File: src/rtl/oric_ram_pkg.sv
// Shared types and helpers for the port-B RAM sequencer and its verify pipeline.
package oric_ram_pkg;

   typedef enum logic [1:0] {
      IDLE,
      FILL,
      VERIFY,
      DRAIN
   } seq_state_t;

   typedef enum logic [1:0] {
      PAT_ZERO,
      PAT_ONES,
      PAT_STRIPE,
      PAT_ADDR
   } pat_mode_t;

   // Cycles from the address register loading to read data being usable here.
   localparam int RAM_RD_LAT = 2;

   // Every pattern depends only on the low address byte, so only that is passed in.
   function automatic logic [7:0] pattern_byte(input pat_mode_t mode, input logic [7:0] addr);
      logic [7:0] result;
      case (mode)
         PAT_ZERO:   result = 8'h00;
         PAT_ONES:   result = 8'hFF;
         PAT_STRIPE: result = addr[2] ? 8'hFF : 8'h00;
         PAT_ADDR:   result = addr;
         default:    result = 8'h00;
      endcase
      return result;
   endfunction

endpackage

File: src/rtl/ram_verify_pipe.sv
// Readback checker: delays issued address/expected byte to line up with RAM read data,
// counts mismatches (saturating) and records the first failing address of a run.
module ram_verify_pipe
   import oric_ram_pkg::*;
#(
   parameter int ADDR_W = 16,
   parameter int ERR_W  = 16
) (
   input  logic              clk_sys,
   input  logic              reset,
   input  logic              clear,
   input  logic              valid,
   input  logic [ADDR_W-1:0] addr,
   input  logic [7:0]        expected,
   input  logic [7:0]        ram_q_b,
   output logic [ERR_W-1:0]  err_count,
   output logic [ADDR_W-1:0] first_err_addr
);

   logic [ADDR_W-1:0]     addr_dl [RAM_RD_LAT];
   logic [7:0]            exp_dl  [RAM_RD_LAT];
   logic [RAM_RD_LAT-1:0] vld_dl;
   logic                  seen_err;
   logic                  mismatch;

   assign mismatch = vld_dl[RAM_RD_LAT-1] && (ram_q_b != exp_dl[RAM_RD_LAT-1]);

   always_ff @(posedge clk_sys or posedge reset) begin
      if (reset) begin
         vld_dl <= '0;
         for (int i = 0; i < RAM_RD_LAT; i++) begin
            addr_dl[i] <= '0;
            exp_dl[i]  <= '0;
         end
      end else begin
         vld_dl     <= clear ? '0 : {vld_dl[RAM_RD_LAT-2:0], valid};
         addr_dl[0] <= addr;
         exp_dl[0]  <= expected;
         for (int i = 1; i < RAM_RD_LAT; i++) begin
            addr_dl[i] <= addr_dl[i-1];
            exp_dl[i]  <= exp_dl[i-1];
         end
      end
   end

   always_ff @(posedge clk_sys or posedge reset) begin
      if (reset) begin
         err_count      <= '0;
         first_err_addr <= '0;
         seen_err       <= 1'b0;
      end else if (clear) begin
         err_count      <= '0;
         first_err_addr <= '0;
         seen_err       <= 1'b0;
      end else if (mismatch) begin
         if (err_count != '1) begin
            err_count <= err_count + 1'b1;
         end
         if (!seen_err) begin
            first_err_addr <= addr_dl[RAM_RD_LAT-1];
            seen_err       <= 1'b1;
         end
      end
   end

endmodule

File: src/rtl/ram_port_b_seq.sv
// Port-B owner of the system dual-port RAM: power-on pattern fill, optional readback
// verify, and a single-outstanding read service for the video client when idle.
module ram_port_b_seq
   import oric_ram_pkg::*;
#(
   parameter int ERR_W  = 16,
   parameter int ADDR_W = 16
) (
   input  logic              clk_sys,
   input  logic              reset,
   input  logic              start,
   input  logic [1:0]        pattern_mode,
   input  logic              verify_en,
   output logic              busy,
   output logic              done,
   output logic [ERR_W-1:0]  err_count,
   output logic [ADDR_W-1:0] first_err_addr,
   input  logic              rd_req,
   input  logic [ADDR_W-1:0] rd_addr,
   output logic              rd_ack,
   output logic [7:0]        rd_data,
   output logic [7:0]        ram_d_b,
   output logic [ADDR_W-1:0] ram_ad_b,
   output logic              ram_cs_b,
   output logic              ram_we_b,
   input  logic [7:0]        ram_q_b
);

   localparam logic [ADDR_W-1:0] ADDR_LAST = '1;

   seq_state_t        state, state_next;
   pat_mode_t         mode_q;
   logic              verify_q;
   logic [ADDR_W-1:0] addr_cnt, addr_next, addr_inc;
   logic              drain_cnt, drain_next;
   logic              busy_next, done_next;
   logic              cs_next, we_next;
   logic [ADDR_W-1:0] ad_next;
   logic [7:0]        d_next;
   logic              accept_start, accept_rd, vfy_push;
   logic [7:0]        vfy_exp;
   logic [RAM_RD_LAT:0] rd_pipe;
   logic [7:0]        rd_hold;
   logic              rd_inflight;

   assign addr_inc    = addr_cnt + 1'b1;
   assign rd_inflight = |rd_pipe;
   assign vfy_exp     = pattern_byte(mode_q, ad_next[7:0]);

   // The address counter always equals the address currently on ram_ad_b, so the
   // terminal test is a compare against all-ones rather than a wrap to zero.
   always_comb begin
      state_next   = state;
      addr_next    = addr_cnt;
      drain_next   = drain_cnt;
      busy_next    = busy;
      done_next    = 1'b0;
      cs_next      = 1'b0;
      we_next      = 1'b0;
      ad_next      = ram_ad_b;
      d_next       = ram_d_b;
      accept_start = 1'b0;
      accept_rd    = 1'b0;
      vfy_push     = 1'b0;
      case (state)
         IDLE: begin
            if (!rd_inflight && start) begin
               accept_start = 1'b1;
               state_next   = FILL;
               addr_next    = '0;
               busy_next    = 1'b1;
               cs_next      = 1'b1;
               we_next      = 1'b1;
               ad_next      = '0;
               d_next       = pattern_byte(pat_mode_t'(pattern_mode), 8'h00);
            end else if (!rd_inflight && rd_req) begin
               accept_rd = 1'b1;
               cs_next   = 1'b1;
               ad_next   = rd_addr;
            end
         end
         FILL: begin
            if (addr_cnt == ADDR_LAST) begin
               addr_next = '0;
               if (verify_q) begin
                  state_next = VERIFY;
                  cs_next    = 1'b1;
                  ad_next    = '0;
                  vfy_push   = 1'b1;
               end else begin
                  state_next = IDLE;
                  busy_next  = 1'b0;
                  done_next  = 1'b1;
               end
            end else begin
               addr_next = addr_inc;
               cs_next   = 1'b1;
               we_next   = 1'b1;
               ad_next   = addr_inc;
               d_next    = pattern_byte(mode_q, addr_inc[7:0]);
            end
         end
         VERIFY: begin
            if (addr_cnt == ADDR_LAST) begin
               state_next = DRAIN;
               drain_next = 1'b0;
            end else begin
               addr_next = addr_inc;
               cs_next   = 1'b1;
               ad_next   = addr_inc;
               vfy_push  = 1'b1;
            end
         end
         DRAIN: begin
            if (drain_cnt) begin
               state_next = IDLE;
               drain_next = 1'b0;
               busy_next  = 1'b0;
               done_next  = 1'b1;
            end else begin
               drain_next = 1'b1;
            end
         end
         default: state_next = IDLE;
      endcase
   end

   always_ff @(posedge clk_sys or posedge reset) begin
      if (reset) begin
         state     <= IDLE;
         addr_cnt  <= '0;
         drain_cnt <= 1'b0;
         mode_q    <= PAT_ZERO;
         verify_q  <= 1'b0;
         busy      <= 1'b0;
         done      <= 1'b0;
         ram_cs_b  <= 1'b0;
         ram_we_b  <= 1'b0;
         ram_ad_b  <= '0;
         ram_d_b   <= '0;
      end else begin
         state     <= state_next;
         addr_cnt  <= addr_next;
         drain_cnt <= drain_next;
         busy      <= busy_next;
         done      <= done_next;
         ram_cs_b  <= cs_next;
         ram_we_b  <= we_next;
         ram_ad_b  <= ad_next;
         ram_d_b   <= d_next;
         if (accept_start) begin
            mode_q   <= pat_mode_t'(pattern_mode);
            verify_q <= verify_en;
         end
      end
   end

   // Read data is captured when it becomes usable, then presented together with the ack.
   always_ff @(posedge clk_sys or posedge reset) begin
      if (reset) begin
         rd_pipe <= '0;
         rd_hold <= '0;
         rd_ack  <= 1'b0;
         rd_data <= '0;
      end else begin
         rd_pipe <= {rd_pipe[RAM_RD_LAT-1:0], accept_rd};
         rd_ack  <= rd_pipe[RAM_RD_LAT];
         if (rd_pipe[RAM_RD_LAT-1]) begin
            rd_hold <= ram_q_b;
         end
         if (rd_pipe[RAM_RD_LAT]) begin
            rd_data <= rd_hold;
         end
      end
   end

   ram_verify_pipe #(
      .ADDR_W(ADDR_W),
      .ERR_W (ERR_W)
   ) u_verify (
      .clk_sys       (clk_sys),
      .reset         (reset),
      .clear         (accept_start),
      .valid         (vfy_push),
      .addr          (ad_next),
      .expected      (vfy_exp),
      .ram_q_b       (ram_q_b),
      .err_count     (err_count),
      .first_err_addr(first_err_addr)
   );

endmodule
File: config.mk
export PLATFORM = sky130hd
export DESIGN_NAME = ram_port_b_seq
export DESIGN_NICKNAME = d
export VERILOG_FILES = /design/src/rtl/oric_ram_pkg.sv /design/src/rtl/ram_verify_pipe.sv /design/src/rtl/ram_port_b_seq.sv
export SDC_FILE = /design/constraint.sdc
export NUM_CORES = 1
export LEC_CHECK = 0
export CAP_MARGIN = 20
export CORE_AREA = 8 8 126 128
export CTS_BUF_LIST = sky130_fd_sc_hd__clkbuf_8
export DETAILED_ROUTE_END_ITERATION = 16
export DIE_AREA = 0 0 134 136
export GPL_TIMING_DRIVEN = 0
export PLACE_DENSITY = 0.86
export SLEW_MARGIN = 20
export SYNTH_ARGS = -nofsm -noshare
export SYNTH_HDL_FRONTEND = slang
export SYNTH_HIERARCHICAL = 1
export SYNTH_SLANG_ARGS = --single-unit
File: constraint.sdc
create_clock -name clk_sys -period 2.4 [get_ports clk_sys]
set_input_delay 0.36 -clock clk_sys [delete_from_list [all_inputs] [get_ports clk_sys]]
set_output_delay 0.36 -clock clk_sys [all_outputs]
set_load 0.005 [all_outputs]
==> results.json <==
{
  "antenna_left": 0,
  "netlist_area_mm2": 0.00688,
  "synth_top_area_cell": "dfrtp_1",
  "cts_buffer_depth": 2,
  "ys_ff_latch": 153,
  "rows": 44,
  "place_congestion": 0.928,
  "finalNetCount": 757,
  "use_met3_pct": 5.58,
  "start_util_pct": 49.0,
  "drc_errors": 0,
  "cts_root_buf": "clkbuf_8",
  "ys_async_sr_fraction_pct": 100,
  "grt_pass1_vias": 5542,
  "netlist_instances": 593,
  "run_status": "finished clean",
  "synth-compound-area-share_pct": 18.4,
  "yosys-top-cells-area": "dfrtp_1, mux2_2, mux2i_1",
  "rsz0062_at_grt": "true",
  "maxSlewViolCount": 0,
  "p_total_mw": 5.17,
  "fin_skew_ns": 0.0133,
  "ir_worst_vdd_mv": 0.383,
  "finalCritPeriodShare_pct": 97.6,
  "vias_per_cell": 6.00,
  "worst_pin_slew_ns": 0.611,
  "setup_viol_count_final": 0,
  "synth-main-ff-cell": "dfrtp_1",
  "cp_max_fo": 10,
  "synth_edf_count": 0,
  "syn_area_per_cell_um2": 11.6,
  "grt_max_degree": 47,
  "hold_viol_final": 0,
  "fin_crit_ns": 2.34,
  "die_h_um": 136,
  "ios": 100,
  "antenna_found_initial": 0,
  "synthDistinctLibCells": 72,
  "pre_cts_slack_ns": -0.806,
  "dpl-instance-area_mm2": 0.00818,
  "dieArea_mm2": 0.0182,
  "grt_busiest_layer": "met2",
  "crit_type": "reg2reg",
  "cts_buffers": 17,
  "clk-insertion-delay-late_ns": 0.46,
  "critPathCaptureType": "register",
  "cts_max_level": 4,
  "r2r_start": "rd_pipe[1]",
  "synth_top_family_by_area": "compound AO/OA/AOI/OAI gates",
  "crit_path_start": "rd_pipe[1]",
  "die_x_um": 134,
  "slew_headroom_pct": 59.3,
  "synthAdderAreaFrac_pct": 1.09,
  "clk_pin_slew_ns": 0.09,
  "synth_simple_gate_area_share_pct": 12.5,
  "powerDensity_mw_per_mm2": 588,
  "yosysWarningCount": 6,
  "met1_usage_pct": 25.5,
  "min_path_type": "in2async",
  "cts_tree": "yes",
  "final_layout_size_suffix_gt1_share_pct": 17.2,
  "clock_sinks": 153,
  "synthMuxAreaShare_pct": 5.87,
  "grt_first_pass_wirelength_um": 29900,
  "via_count": 5504,
  "coreArea_mm2": 0.0140,
  "firstDrtPassIters": 5,
  "setup_ws_ns": 0.0581,
  "portBuffers": 99,
  "power.leakage_nw": 3.96,
  "fin_area_mm2": 0.00879,
  "arrival_ns": 2.71,
  "critPathLaunchType": "register",
  "maxCapViolCount": 0,
  "diodes": 0,
  "gr-usage-met2_pct": 35.6,
  "area_delta_synth_final_pct": 27.8,
  "grt_use_total_pct": 21.2,
  "fmax_mhz": 427,
  "grt-ovfl-total": 0,
  "synth_xor_area_share_pct": 2.29,
  "fin_tns_setup_ns": 0,
  "ys_seq_area_share_pct": 55.7,
  "synth_fp_nets": 630,
  "drt_iter0_markers": 486,
  "dpl.hpwl_um": 13500,
  "routedWlPerCell_um": 20.7,
  "required_ns": 2.77,
  "synth_top_cell_area_share_pct": 55.7,
  "routed_wirelength_um": 19000
}
Yosys cell counts (6+ instances only):
library cell and n:
mux2_2 19, o22a_1 14, a221o_1 7, inv_1 15
a2bb2oi_1 10, o21a_1 6, nor2b_1 6, nand3_1 20
o21ai_0 22, clkbuf_1 21, xnor2_1 15, buf_2 7
a21oi_1 27, o21ai_1 7, nor2_1 35, nand4_1 10
or4_1 7, and2_1 6, mux2i_1 19, dfrtp_1 153
ha_1 6, o2bb2ai_1 7, nand2_1 29, a22oi_1 6
and3_1 6, o31ai_1 12
final timing paths:
| kind | slack, ns | to | depth (start not counted) |
|---|---|---|---|
| hold / removal | 0.30 | rd_hold[6] | 2 |
| min in group clk_sys | 0.35 | u_verify/exp_dl[7] | 0 |
| hold reg to reg | 0.35 | u_verify/exp_dl[7] | 0 |
| setup reg to reg | 0.06 | addr_cnt[9] | 7 |
| setup / recovery | 0.06 | addr_cnt[9] | 7 |
| max in group asynchronous | 1.47 | u_verify/first_err_addr[14] | 3 |
where the power goes:
group          internal [mW]  total [mW]  switching, mW
Sequential              2.63        2.72         0.0867
Combinational          0.255       0.463          0.208
Clock                  0.987        1.99          0.998
Total                   3.88        5.17           1.29
registers in the layout, summed over array words and instances, names as in the netlist, named ones only:
signal and flops:
u_verify/addr_dl 32, addr_cnt 16, ram_ad_b 16, u_verify/err_count 16, u_verify/exp_dl 16, u_verify/first_err_addr 16
ram_d_b 8, rd_data 8, rd_hold 8, rd_pipe 3, mode_q 2, u_verify/vld_dl 2
busy 1, done 1, drain_cnt 1, ram_cs_b 1, ram_we_b 1, rd_ack 1
state 1, u_verify/seen_err 1, verify_q 1
placed cells by master, fill, tap and decap left out, types with 5 or more instances in the layout:
cell / count
o21a_1: 6
mux2i_1: 19
clkdlybuf4s50_1: 99
clkbuf_1: 10
mux2_2: 19
nand2_1: 29
xnor2_1: 15
nor2_1: 35
o2bb2ai_1: 7
a2bb2oi_1: 10
buf_2: 5
o31ai_1: 12
nand4_1: 10
o22a_1: 14
clkbuf_8: 22
a21oi_1: 26
nor2b_1: 6
dfrtp_1: 150
or3_1: 5
or4_1: 7
and2_1: 6
o21ai_1: 8
inv_6: 5
clkinvlp_4: 5
clkbuf_2: 6
inv_1: 15
buf_6: 5
buf_4: 14
nand3_1: 19
a22oi_1: 6
nor3_1: 5
o21ai_0: 21
a221o_1: 7
what timing repair did:
item / 4_1_cts / 5_1_grt
pin swaps: 6 / 2
setup endpoints to repair: 108 / 64
resized for setup: 16 / 26
hold endpoints to repair: 0 / 0
hold buffers: 0 / 0
setup buffers: 8 / 3
metal layers:
metal,routed length [um],part of all wire [%]
met1,7800,41
met2,9450,50
met3,1350,7.1
met4,371,2.0
met5,0,0
kinds of logic (layout without fill, tap and decap cells):
logic type | count (synthesis) | count (layout)
buffers and inverters | 54 | 194
multiplexers | 38 | 38
AND/OR/NAND/NOR | 156 | 156
flip-flops | 153 | 153
AO/OA/AOI/OAI | 168 | 168
XOR/XNOR | 18 | 18
adder cells (fa/ha/maj) | 6 | 6
worst max-delay path, cell delays in order (launching register included):
cell and delay (ns):
dfrtp_1 0.41, buf_6 0.16, or3_4 0.41, o21a_4 0.25
a211o_4 0.36, or2_4 0.29, buf_6 0.16, o31ai_2 0.22
final cells by class:
| cell class | instances | area [um2] |
|---|---|---|
| plain buffers | 34 | 235 |
| multi-input cells | 386 | 2880 |
| clock buffers | 19 | 262 |
| repair buffers | 113 | 1150 |
| fillers | 1071 | 5250 |
| flip-flops and latches | 153 | 3830 |
| clock inverters | 13 | 141 |
| inverters | 15 | 62.6 |
| well taps | 184 | 230 |
through the flow:
step	hold slack (ns)	utilization [%]	instances
6_report	0.303	62.6	917
5_1_grt	0.338	62.6	917
4_1_cts	0.285	62.0	917
3_5_place_dp	0.335	58.3	879
3_3_place_gp	0.331	57.7	876
2_1_floorplan	0.331	-	593
Power figures use the tool's default switching activity.
